## src/rtl/of_hazard_scoreboard.sv

```systemverilog
// rtl/of_hazard_scoreboard.sv - operand-fetch RAW/overflow hazard scoreboard with drain sequencing
//
// Tracks a small pending-write counter per GPR. OF is stalled while any source
// register has an outstanding writer, while the destination counter is saturated,
// and while a drain (ret / PC-register access) waits for every write to retire.
//
// Ports:
//   Clk, Rst          clock, asynchronous active-high reset
//   Start             level enable to leave WAIT_START
//   Of_Valid_i        OF holds a decoded instruction
//   Rs1_*/Rs2_*       source register addresses and use flags
//   Rd_Addr_i/Rd_Wr_i destination register and write flag
//   Drain_Req_i       instruction needs an empty scoreboard before issue
//   Ex_Ready_i        EX can accept
//   Wb_Valid_i/Addr   pending write retires by writeback
//   Kill_Valid_i/Addr pending write retires by squash
//   Stall_o           OF must not issue (combinational)
//   Issue_o           OF->EX transfer this cycle (combinational)
//   Busy_Mask_o       per-register counter != 0, from registered state
//   Drain_Done_o      registered one-cycle pulse when a drain completes
//   Err_o             sticky; a retire hit a zero counter

module of_hazard_scoreboard #(
  parameter int NUM_REGS = 16,
  parameter int CNT_W    = 2,
  localparam int AW      = $clog2(NUM_REGS)
) (
  input  logic                Clk,
  input  logic                Rst,
  input  logic                Start,
  input  logic                Of_Valid_i,
  input  logic [AW-1:0]       Rs1_Addr_i,
  input  logic                Rs1_Used_i,
  input  logic [AW-1:0]       Rs2_Addr_i,
  input  logic                Rs2_Used_i,
  input  logic [AW-1:0]       Rd_Addr_i,
  input  logic                Rd_Wr_i,
  input  logic                Drain_Req_i,
  input  logic                Ex_Ready_i,
  input  logic                Wb_Valid_i,
  input  logic [AW-1:0]       Wb_Addr_i,
  input  logic                Kill_Valid_i,
  input  logic [AW-1:0]       Kill_Addr_i,
  output logic                Stall_o,
  output logic                Issue_o,
  output logic [NUM_REGS-1:0] Busy_Mask_o,
  output logic                Drain_Done_o,
  output logic                Err_o
);

  typedef enum logic [1:0] {
    WAIT_START = 2'd0,
    RUN        = 2'd1,
    DRAIN      = 2'd2
  } state_t;

  localparam logic [CNT_W-1:0] CNT_MAX = '1;

  state_t           state;
  logic [CNT_W-1:0] cnt     [NUM_REGS];
  logic [CNT_W-1:0] cnt_nxt [NUM_REGS];

  logic [NUM_REGS-1:0] busy;
  logic                any_busy;
  logic                nxt_any_busy;
  logic                hazard;
  logic                drain_hold;
  logic                err_set;

  // Busy view is taken from registered counters only; same-cycle retires do not unblock.
  always_comb begin
    busy = '0;
    for (int r = 0; r < NUM_REGS; r++) begin
      busy[r] = |cnt[r];
    end
  end

  assign any_busy    = |busy;
  assign Busy_Mask_o = busy;

  always_comb begin
    hazard = 1'b0;
    if (Of_Valid_i) begin
      if (Rs1_Used_i && busy[Rs1_Addr_i]) hazard = 1'b1;
      if (Rs2_Used_i && busy[Rs2_Addr_i]) hazard = 1'b1;
      // A counter at maximum cannot take another writer without wrapping.
      if (Rd_Wr_i && (cnt[Rd_Addr_i] == CNT_MAX)) hazard = 1'b1;
    end
  end

  assign drain_hold = Of_Valid_i && Drain_Req_i && any_busy;
  assign Stall_o    = (state != RUN) || hazard || drain_hold;
  assign Issue_o    = Of_Valid_i && Ex_Ready_i && !Stall_o;

  // Per-register next count: +1 on issue of a writer, -1 each for writeback and kill.
  // Wide temporaries keep the sum exact so an underflow can be detected and clamped.
  always_comb begin
    logic [CNT_W+1:0] up;
    logic [CNT_W+1:0] dn;
    err_set      = 1'b0;
    nxt_any_busy = 1'b0;
    up           = '0;
    dn           = '0;
    for (int r = 0; r < NUM_REGS; r++) begin
      up = (CNT_W+2)'(cnt[r])
         + (CNT_W+2)'(Issue_o && Rd_Wr_i && (Rd_Addr_i == AW'(r)));
      dn = (CNT_W+2)'(Wb_Valid_i && (Wb_Addr_i == AW'(r)))
         + (CNT_W+2)'(Kill_Valid_i && (Kill_Addr_i == AW'(r)));
      if (dn > up) begin
        cnt_nxt[r] = '0;
        err_set    = 1'b1;
      end else begin
        cnt_nxt[r] = CNT_W'(up - dn);
      end
      nxt_any_busy = nxt_any_busy | (|cnt_nxt[r]);
    end
  end

  // Drain_Done_o is raised for the cycle in which the FSM sits in DRAIN with an empty
  // scoreboard, so the waiting instruction issues at the earliest one cycle later.
  always_ff @(posedge Clk or posedge Rst) begin
    if (Rst) begin
      state        <= WAIT_START;
      Drain_Done_o <= 1'b0;
      Err_o        <= 1'b0;
      for (int r = 0; r < NUM_REGS; r++) begin
        cnt[r] <= '0;
      end
    end else begin
      for (int r = 0; r < NUM_REGS; r++) begin
        cnt[r] <= cnt_nxt[r];
      end
      if (err_set) Err_o <= 1'b1;
      Drain_Done_o <= 1'b0;
      case (state)
        WAIT_START: begin
          if (Start) state <= RUN;
        end
        RUN: begin
          if (drain_hold) begin
            state        <= DRAIN;
            Drain_Done_o <= !nxt_any_busy;
          end
        end
        DRAIN: begin
          if (!any_busy) begin
            state <= RUN;
          end else begin
            Drain_Done_o <= !nxt_any_busy;
          end
        end
        default: state <= WAIT_START;
      endcase
    end
  end

endmodule
```

## config.mk

```make
export PLATFORM = sky130hd
export DESIGN_NAME = of_hazard_scoreboard
export DESIGN_NICKNAME = d
export VERILOG_FILES = /design/src/rtl/of_hazard_scoreboard.sv
export SDC_FILE = /design/constraint.sdc
export NUM_CORES = 1
export LEC_CHECK = 0
export CELL_PAD_IN_SITES_DETAIL_PLACEMENT = 1
export CELL_PAD_IN_SITES_GLOBAL_PLACEMENT = 1
export CORE_AREA = 2 2 117 119
export CTS_CLUSTER_SIZE = 10
export DETAILED_ROUTE_END_ITERATION = 7
export DIE_AREA = 0 0 119 121
export PLACE_DENSITY_LB_ADDON = 0.1
export SYNTH_ARGS = -nofsm -noshare
export SYNTH_HDL_FRONTEND = slang
export SYNTH_SLANG_ARGS = --single-unit
export TNS_END_PERCENT = 30
```

## constraint.sdc

```tcl
create_clock -name Clk -period 11.4 [get_ports Clk]
set_input_delay 1.14 -clock Clk [delete_from_list [all_inputs] [get_ports Clk]]
set_output_delay 1.14 -clock Clk [all_outputs]
set_load 0.02 [all_outputs]
```

# Word-level counts from Yosys, hierarchy flattened
# Cells that the tools add are included.
# Widths: inputs -> output; s select.
dict set report classes {
  n_addsub 48
  magnitude_cmp 19
  eq_ne 52
  muxes 50
  bitwise_logic 16
  n_reduce_logical 98
}
# cell n
set ops {}
lappend ops {{$eq 4x4->1 const B} 24}
lappend ops {{$reduce_or 2->1} 32}
lappend ops {{$logic_and 1x1->1} 56}
lappend ops {{$add 2x1->3} 16}
lappend ops {{$eq 4x3->1 const B} 12}
lappend ops {{$gt 2x3->1} 16}
lappend ops {{$mux 2} 21}
lappend ops {{$add 1x1->2} 16}
lappend ops {{$reduce_or 32->1} 1}
lappend ops {{$sub 2x2->2} 16}
lappend ops {{$eq 4x2->1 const B} 6}
lappend ops {{$mux 1} 24}
lappend ops {{$or 1x1->1} 15}
lappend ops {{$eq 4x1->1 const B} 3}
lappend ops {{$logic_not 4->1} 3}
lappend ops {{$lt 4x5->1 const B} 2}
lappend ops {{$bmux 1 s4} 2}
lappend ops {{$bmux 2 s4} 1}
lappend ops {{$ne 2x2->1 const B} 3}
lappend ops {{$pmux 2 s3} 1}
lappend ops {{$ge 5x5->1 const B} 1}
lappend ops {{$not 4->5} 1}
lappend ops {{$eq 2x2->1 const B} 2}
lappend ops {{$reduce_and 3->1} 1}
lappend ops {{6 further kinds} 8}
dict set report totals {
  ff_bits 36
  in_bits 31
  out_inout_bits 20
  word_cells 302
}

# Longest topological paths before layout
# Gate-level depths: netlist (run 1).
dict set report logic_depth {
  ltp_word 36
  depth_mapped 18
  depth_no_buf 16
}

# Least setup slack after synthesis (run 1)
# OpenSTA, ideal clock, no wires.
dict set report synth_timing {
  path_kind {in2reg}
  start {input port Rd_Addr_i[0]}
  end {register Drain_Done_o}
  setup_time_ps 68
  arrival_ps 4635
  required_time_ps 11332
  path_slack_ps 6698
  cell_stages 15
  path_buffers 2
  path_cell_list {buf_6 mux4_1 mux2i_1 mux2i_1 a32oi_2 nand4_4 buf_6 nor3_1 ha_1 ha_1 o311ai_0 a22oi_1 or4_1 nor4b_1 and4_1}
}
# item line_no
set synth_rtl {}
lappend synth_rtl {{from (decl)} 36} ;# input logic [AW-1:0] Rd_Addr_i,
lappend synth_rtl {{to (signal assigned)} 142} ;# Drain_Done_o <= !nxt_any_busy;
lappend synth_rtl {{to (signal assigned)} 149} ;# Drain_Done_o <= !nxt_any_busy;
lappend synth_rtl {{to (decl)} 47} ;# output logic Drain_Done_o,

==> results.cfg, run 1 <==
[status]
outcome = complete, no violations

[clock_network]
cts_tree = built
cts-root-buf = clkbuf_16
cts_buffers = 5
clk_latency_ns = 0.30
cts_setup_buffers = 0
clkSinkCount = 36
path_clk_slew_ns = 0.06
postCtsHoldBufs = 0
cts_buffer_depth = 2
cts_resized = 0
cts_max_level = 2

[yosys]
ys_ff_latch = 36
ys_seq_area_share_pct = 20.1
async_reset_ff_share_pct = 100
yosys_warnings = 0
synth_top_area_share_pct = 28.2
synth_mux_area_share_pct = 7.76
synthDistinctLibCells = 58
syn-num-nets = 658
synth_area_leaders = ha_1, dfrtp_1, inv_1
synthSimpleGateAreaFrac_pct = 20.9
synth_edf_count = 0
postSynthCellCount = 526
synth_fa_ha_area_share_pct = 28.2
synth_compound_area_share_pct = 11.7
avgSynthCellArea_um2 = 8.52
synth_top_family_by_area = adder cells
synth_flop_cell = dfrtp_1
synth.largest_area_cell = ha_1
synth-xor-area-share_pct = 2.54
netlist_area_um2 = 4480

[place]
dp.final_hpwl_um = 13200
dpl.cell_count = 748
gp_congestion = 0.856
place_ws_ns = 5.35
portBuffers = 50

[setup_path]
critical_path.max_fanout = 18
critPathRequiredTime_ns = 11.64
start_kind = input pin
crit_arrival_ns = 5.98
worst-setup-path-type = in -> reg
cp-end-kind = flip-flop

[global_routing]
track_usage_pct = 22.2
grt_pass1_wl_um = 23900
grt_overflow = 0
grt_max_degree = 37
antenna_found_initial = 0
grt_pass1_vias = 4234

[power_and_ir_drop]
switching_share_pct = 45.8
ir_worst_vdd_mv = 0.0776
comb_power_share_pct = 57.8
seq_power_share_pct = 24.3
p_switching_uw = 383
p_leak_nw = 2.57
p_per_area_nw_per_um2 = 158
clkPwrFrac_pct = 17.9
p_int_uw = 453
p_total_uw = 837

[cells_and_area]
final_common_cell = ha_1
fillerInstances = 1542
layout_common_cells = ha_1, inv_1, nor2_1
area_growth_pct = 18.5
instances_no_fill = 755
drive_gt1_share_pct = 4.66
nets = 711
antennaDiodeCount = 0

[route]
num_vias = 3934
drt-total-wl_um = 15300
drtPass1Iterations = 4
detail_route.iter0.violations = 224
wl_met1_um = 6950
dr_wl_met3_um = 734
drc = 0
dr.max_layer_used = met4
wl_met2_um = 7440
via_per_inst = 5.21
wl_per_cell_um = 20.3
ant_nets = 0

[timing]
drv_slew = 0
worst_slew_pin_slew_ns = 0.530
rsz0062_at_grt = false
fmax_ghz = 0.174
fin_skew_ns = 0.00511
setup_tns_ns = 0
slew_headroom_pct = 64.6
timing.final.crit_period_ns = 5.74
post-route-period-util_pct = 50.4
setup_ws_ns = 5.66
finalHoldViolCount = 0
setup_violations = 0

[floorplan]
start_util_pct = 34.3
dieArea_um2 = 14400
die_h_um = 121
coreArea_um2 = 13100
die_w_um = 119
row_count = 42
pin_count = 51

[flow_run]
drv_cap = 0

[worst_hold_path]
worstHoldPathType = reg -> reg
through the flow:
| stage | cell area, µm² | hold slack [ns] | util, % |
|---|---|---|---|
| detailed placement | 5160 | 0.567 | 39.4 |
| CTS | 5310 | 0.579 | 40.6 |
| global route | 5310 | 0.639 | 40.6 |
| finish | 5310 | 0.580 | 40.6 |
| floorplan | 4480 | 0.533 | - |
| global placement | 5160 | 0.553 | 39.4 |
state kept, by name, summed over array words and instances, names as in the netlist:
signal        cells
cnt              32
state             2
Drain_Done_o      1
Err_o             1
cells in the mapped netlist (all sizes together) (2+ instances only):
master	number
a2111oi	4
o21bai	4
ha	101
nor2b	6
and4	2
mux4	12
o311ai	2
o211ai	5
o22a	2
and2	6
a21oi	20
a211o	2
or3b	3
a31oi	3
o221ai	3
inv	91
nor2	71
nand2b	12
a21o	3
xor2	8
nand2	31
o41ai	2
buf	4
mux2i	4
nand3	5
o21ai	4
or4	3
nand4	6
nor4	4
nor3	31
xnor2	5
a211oi	3
a22oi	4
o22ai	2
nand3b	5
a21boi	2
dfrtp	36
a221oi	2
cell families after synthesis:
kind of cell,after synthesis
adders and majority gates,101
DFF,36
buffers and inverters,96
AOI/OAI and AO/OA,73
and+or+nand+nor,190
muxes,17
xor gates and xnor gates,13
power by group through the flow:
stage	clock, mW	combinational (mW)	sequential (mW)
after global placement	0	0.476	0.204
after global routing	0.157	0.539	0.207
after CTS	0.153	0.489	0.203
after detailed placement	0	0.487	0.205
final	0.150	0.484	0.203
after floorplan	0	0.321	0.180
final timing paths:
kind	slack (ns)	endpoint	from	depth (start not counted)
setup / recovery	5.66	Drain_Done_o$_DFF_PP0_	Rd_Addr_i[1]	17
hold / removal	0.58	Err_o$_DFFE_PP0P_	Err_o$_DFFE_PP0P_	3
setup reg to reg	6.82	Drain_Done_o$_DFF_PP0_	cnt[14]$_DFF_PP0_	16
hold reg to reg	0.58	Err_o$_DFFE_PP0P_	Err_o$_DFFE_PP0P_	3
max in group asynchronous	9.75	cnt[2]$_DFF_PP0_	Rst	3
min in group asynchronous	1.28	cnt[8]$_DFF_PP0_	Rst	3
cell type report:
class	instances	area (µm²)	area share, %
Sequential cell	36	901	17.0
Timing Repair Buffer	51	508	9.57
Tap cell	176	220	4.15
Multi-Input combinational cell	394	3190	60.0
Inverter	91	342	6.43
Clock buffer	7	153	2.87
worst max-delay path: stages:
cell	delay, ns
clkdlybuf4s50_1	0.79
mux4_2	0.57
o211ai_1	0.17
o22ai_1	0.12
a32oi_2	0.23
nand4_4	0.28
nor3_2	0.31
ha_1	0.18
ha_1	0.12
inv_1	0.05
ha_1	0.33
nand2b_1	0.07
a21oi_1	0.31
a21oi_1	0.18
or4_1	0.55
nor4b_1	0.35
and4_1	0.23
per-layer routing:
layer	vias to the layer above	global-route usage, %
met5	-	0
met1	1884	28.5
li1	1933	-
met2	100	38.8
met3	17	4.14
met4	0	4.91
(Power assumes the default switching activity.)
==> run 2: changes to the inputs <==
==> constraint.sdc (replaced) <==
create_clock -name Clk -period 5.3 [get_ports Clk]
set_input_delay 0.53 -clock Clk [delete_from_list [all_inputs] [get_ports Clk]]
set_output_delay 0.53 -clock Clk [all_outputs]
set_load 0.02 [all_outputs]
==> results.cfg, run 2 (same netlist as run 1, synthesis figures left out) <==
[status]
outcome = complete, no violations

[cells_and_area]
stdcell_area_um2 = 5430
drive_gt1_share_pct = 5.96
nets = 718
area_growth_pct = 21.2
largest_register_ffs = 32
layout_common_cells = ha_1, inv_1, nor2_1
largest-register = cnt
largestRegisters = cnt (32), state (2)
antennaDiodeCount = 0
fillerInstances = 1572
final_common_cell = ha_1
instances_no_fill = 763

[setup_path]
critPathRequiredTime_ns = 5.53
worst-setup-path-type = in -> reg
cp_cell_sequence = clkdlybuf4s50_1 -> or3b_1 -> a41oi_1 -> o211ai_1 -> a32oi_2 -> nand4_4 -> nor3_1 -> ha_1 -> ha_1 -> o311ai_0 -> a22oi_1 -> or4_1 -> nor4b_1 -> and4_1
crit_arrival_ns = 5.23
critPathSlowestCell = clkdlybuf4s50_1
critPathMaxStageDelay_ns = 0.64
start_kind = input pin
critPathMostFrequentCell = ha_1
regToRegSetupSlack_ns = 0.69
critical_path.max_fanout = 13
cp-end-kind = flip-flop

[clock_network]
cts_buffers = 5
path_clk_slew_ns = 0.06
cts_max_level = 2
cts-root-buf = clkbuf_16
cts_tree = built
cts_buffer_depth = 2
clkSinkCount = 36
clk_latency_ns = 0.29

[place]
gp_congestion = 0.870
dpl.cell_count = 755
dpl_cell_area_um2 = 5210
portBuffers = 50
dp.final_hpwl_um = 13500

[global_routing]
track_usage_pct = 23.2
grt_pass1_wl_um = 25000
grt_pass1_vias = 4385
grt_overflow = 0
grt_max_degree = 37
antenna_found_initial = 0

[floorplan]
pin_count = 51
die_w_um = 119
start_util_pct = 34.3
coreArea_um2 = 13100
die_h_um = 121
row_count = 42
dieArea_um2 = 14400

[timing]
fin_skew_ns = 0.00630
post-route-period-util_pct = 94.4
finalHoldViolCount = 0
drv_slew = 0
rsz0062_at_grt = false
worst_slew_pin_slew_ns = 0.627
slew_headroom_pct = 58.2
timing.final.crit_period_ns = 5.00
fmax_ghz = 0.200
setup_violations = 0
timing.hold.ws_ns = 0.590

[power_and_ir_drop]
ir_worst_vdd_mv = 0.144
p_per_area_nw_per_um2 = 361
p_total_mw = 1.96
p_leak_nw = 2.65

[route]
wl_per_cell_um = 20.7
via_per_inst = 5.23
detail_route.iter0.violations = 160
ant_nets = 0
drt-total-wl_um = 15800
num_vias = 3987
drtPass1Iterations = 4
drc = 0

[flow_run]
drv_cap = 0

[worst_hold_path]
worstHoldPathType = reg -> reg
==> run 2: changes by cell type in the layout (fill, tap and decap cells not counted), sizes merged <==
cell,change
clkdlybuf4s50,-2
bufinv,+3
buf,+7
clkbuf,-2
dlymetal6s2s,+2
==> run 2: worst paths after layout <==
check	start	to	cells past startpoint
setup / recovery	Rs2_Addr_i[2]	Drain_Done_o$_DFF_PP0_	14
max in group asynchronous	Rst	cnt[20]$_DFF_PP0_	3
hold reg to reg	state[1]$_DFFE_PP0P_	state[1]$_DFFE_PP0P_	1
min in group asynchronous	Rst	cnt[8]$_DFF_PP0_	3
setup reg to reg	cnt[15]$_DFF_PP0_	Drain_Done_o$_DFF_PP0_	13
hold / removal	state[1]$_DFFE_PP0P_	state[1]$_DFFE_PP0P_	1
==> run 2: power breakdown <==
part | leakage, nW | internal [mW] | switching (mW) | total (mW)
clock network | 0.104 | 0.317 | 0.127 | 0.444
logic | 2.07 | 0.457 | 0.623 | 1.08
registers | 0.476 | 0.338 | 0.0982 | 0.436
==> run 2: worst max-delay path, delay by kind of cell <==
kind                     cells  cell delay, ns
AO/OA/AOI/OAI                5            1.22
AND/OR/NAND/NOR              6            2.12
buffers and inverters        1            0.64
adder cells (fa/ha/maj)      2            0.73
==> run 2: through the flow <==
step,util (%),worst slack [ns],setup TNS [ns]
finish,41.5,0.295,0
global route,41.5,0.00601,0
CTS,41.5,0.202,0
detailed placement,39.8,-0.0755,-0.0755
global placement,39.8,-0.00135,-0.00135
floorplan,-,1.21,0
==> run 2: what timing repair did <==
item                       in CTS  in global routing
hold buffers                    0                  0
setup endpoints to repair       0                  1
resized for setup               0                  2
hold endpoints to repair        0                  0
setup buffers                   0                  0
==> run 2: final cells by class <==
class                   instances  area [µm²]  share of cell area, %
clock buffers                   5         125                   2.30
inverters                      91         342                   6.29
well taps                     176         220                   4.06
clock inverters                 3        90.1                   1.66
multi-input cells             394        3190                   58.7
repair buffers                 58         566                   10.4
flip-flops and latches         36         901                   16.6
==> run 2: metal layers <==
metal | track usage [%] | share of wire, % | routed length, µm
met1 | 29.8 | 46 | 7300
met2 | 39.9 | 48 | 7500
met3 | 3.90 | 3.8 | 605
met4 | 7.22 | 2.3 | 362
met5 | 0 | 0 | 0
==> run 3: changes to the inputs <==
==> config.mk (replaced) <==
export PLATFORM = sky130hd
export DESIGN_NAME = of_hazard_scoreboard
export DESIGN_NICKNAME = d
export VERILOG_FILES = /design/src/rtl/of_hazard_scoreboard.sv
export SDC_FILE = /design/constraint.sdc
export NUM_CORES = 1
export LEC_CHECK = 0
export CORE_AREA = 2 2 117 119
export CTS_CLUSTER_SIZE = 10
export DETAILED_ROUTE_END_ITERATION = 7
export DIE_AREA = 0 0 119 121
export SYNTH_ARGS = -nofsm -noshare
export SYNTH_HDL_FRONTEND = slang
export SYNTH_SLANG_ARGS = --single-unit
export TNS_END_PERCENT = 30
==> results.cfg, run 3 (same netlist as run 1, synthesis figures left out) <==
[status]
outcome = complete, no violations

[cells_and_area]
final_common_cell = ha_1
area_growth_pct = 19.1
layout_common_cells = ha_1, inv_1, nor2_1
largestRegisters = cnt (32), state (2)
largest-register = cnt
drive_gt1_share_pct = 5.31
antennaDiodeCount = 0
largest_register_ffs = 32
nets = 715
fillerInstances = 1291
stdcell_area_um2 = 5340
instances_no_fill = 760

[timing]
setup_tns_ns = 0
fmax_ghz = 0.198
rsz0062_at_grt = false
setup_violations = 0
timing.final.crit_period_ns = 5.05
drv_slew = 0
setup_ws_ns = 0.245
worst_slew_pin_slew_ns = 0.473
slew_headroom_pct = 68.5
finalHoldViolCount = 0
post-route-period-util_pct = 95.4
fin_skew_ns = 0.00292

[clock_network]
cts_resized = 0
clk_latency_ns = 0.28
cts_setup_buffers = 0
cts_max_level = 2
path_clk_slew_ns = 0.05
cts_tree = built
cts_buffer_depth = 2
cts-root-buf = clkbuf_16
cts_buffers = 5
clkSinkCount = 36
postCtsHoldBufs = 0

[place]
place_ws_ns = -0.228
dpl.cell_count = 752
portBuffers = 50
gp_congestion = 0.931
dp.final_hpwl_um = 11500
dpl_cell_area_um2 = 5190

[setup_path]
start_kind = input pin
rr_endpoint = Drain_Done_o$_DFF_PP0_
path_buf_inv = 3
critPathSlowestCell = clkdlybuf4s50_1
r2r_start = cnt[0]$_DFF_PP0_
reg2regPathDepth = 17
critical_path.max_fanout = 15
cp_cell_sequence = clkdlybuf4s50_1 -> mux4_1 -> mux2i_1 -> mux2i_1 -> a32oi_2 -> nand4_4 -> buf_4 -> nor3_1 -> ha_1 -> ha_1 -> inv_1 -> ha_1 -> and2_1 -> a211o_1 -> a22oi_1 -> o221ai_1 -> nor4_1 -> and4_1
cp_top_family = simple AND/OR/NAND/NOR gates
crit_arrival_ns = 5.27
critPathRequiredTime_ns = 5.51
critPathMaxStageDelay_ns = 0.72
worst-path-stages = 18
critPathMostFrequentCell = ha_1
cp-endpoint = Drain_Done_o$_DFF_PP0_
regToRegSetupSlack_ns = 0.77
critPathLaunch = Rd_Addr_i[0]
cp-end-kind = flip-flop
worst-setup-path-type = in -> reg

[floorplan]
dieArea_um2 = 14400
die_h_um = 121
row_count = 42
start_util_pct = 34.3
coreArea_um2 = 13100
pin_count = 51
die_w_um = 119

[power_and_ir_drop]
ir_worst_vdd_mv = 0.139
clkPwrFrac_pct = 16.7
p_switching_uw = 792
comb_power_share_pct = 59.0
p_int_uw = 975
p_per_area_nw_per_um2 = 331
switching_share_pct = 44.8
p_leak_nw = 2.58
seq_power_share_pct = 24.3

[route]
wl_per_cell_um = 17.6
drt-total-wl_um = 13300
num_vias = 4011
drc = 0
ant_nets = 0
drtPass1Iterations = 5
detail_route.iter0.violations = 247
via_per_inst = 5.28

[global_routing]
grt_max_degree = 37
grt_overflow = 0
track_usage_pct = 18.9
antenna_found_initial = 0
grt_pass1_vias = 3906
grt_pass1_wl_um = 21100

[worst_hold_path]
worstHoldPathType = reg -> reg

[flow_run]
drv_cap = 0
## run 3: cell count changes in the layout (fill, tap and decap cells not counted)
cell / delta
buf_4: -3
bufinv_16: -3
clkbuf_1: +2
clkdlybuf4s50_1: +2
dlymetal6s2s_1: -2
a21boi_0: -1
a21boi_2: +1
clkbuf_8: +1
## run 3: area by class of cell
| cell class | instances | area [µm²] | share of cell area (%) |
|---|---|---|---|
| sequential | 36 | 901 | 16.9 |
| tap | 176 | 220 | 4.13 |
| clock buffer | 8 | 146 | 2.74 |
| timing repair buffer | 55 | 538 | 10.1 |
| inverter | 91 | 342 | 6.40 |
| multi-input combinational | 394 | 3190 | 59.8 |
## run 3: worst register-to-register path, stage by stage, from the launching register on
cell       delay, ns
dfrtp_1         0.40
nor2_1          0.37
a2111oi_0       0.18
o41ai_1         0.42
a21o_2          0.21
nand4_4         0.11
buf_4           0.22
nor3_1          0.24
ha_1            0.20
ha_1            0.23
inv_1           0.06
ha_1            0.25
and2_1          0.15
a211o_1         0.32
a22oi_1         0.20
o221ai_1        0.21
nor4_1          0.45
and4_1          0.26
## run 3: per-stage QoR
stage | hold WS [ns] | utilization, % | total power, mW
after floorplan | 0.533 | - | 1.08
after global placement | 0.551 | 39.6 | 1.44
after detailed placement | 0.566 | 39.6 | 1.46
after CTS | 0.578 | 40.8 | 1.77
after global routing | 0.620 | 40.8 | 1.89
final | 0.577 | 40.8 | 1.77
## run 3: worst min path at each step
stage | from | endpoint | slack (ns) | cells after the start
after global routing | state[1]$_DFFE_PP0P_ | state[1]$_DFFE_PP0P_ | 0.62 | 1
after global placement | state[1]$_DFFE_PP0P_ | state[1]$_DFFE_PP0P_ | 0.55 | 1
after detailed placement | state[1]$_DFFE_PP0P_ | state[1]$_DFFE_PP0P_ | 0.57 | 1
after floorplan | state[1]$_DFFE_PP0P_ | state[1]$_DFFE_PP0P_ | 0.53 | 1
after CTS | state[1]$_DFFE_PP0P_ | state[1]$_DFFE_PP0P_ | 0.58 | 1
final | state[1]$_DFFE_PP0P_ | state[1]$_DFFE_PP0P_ | 0.58 | 1
## run 3: power by group through the flow
stage,registers [mW],clock network [mW],logic [mW]
after detailed placement,0.432,0,1.03
after floorplan,0.387,0,0.691
final,0.430,0.295,1.04
after CTS,0.427,0.300,1.04
after global placement,0.430,0,1.01
after global routing,0.437,0.310,1.14
## run 3: per-layer routing
metal / global-route usage, % / up-vias / wire length, µm
li1: - / 1955 / -
met2: 30.4 / 147 / 5910
met4: 7.89 / 0 / 478
met1: 25.3 / 1878 / 6250
met5: 0 / - / 0
met3: 2.96 / 31 / 708
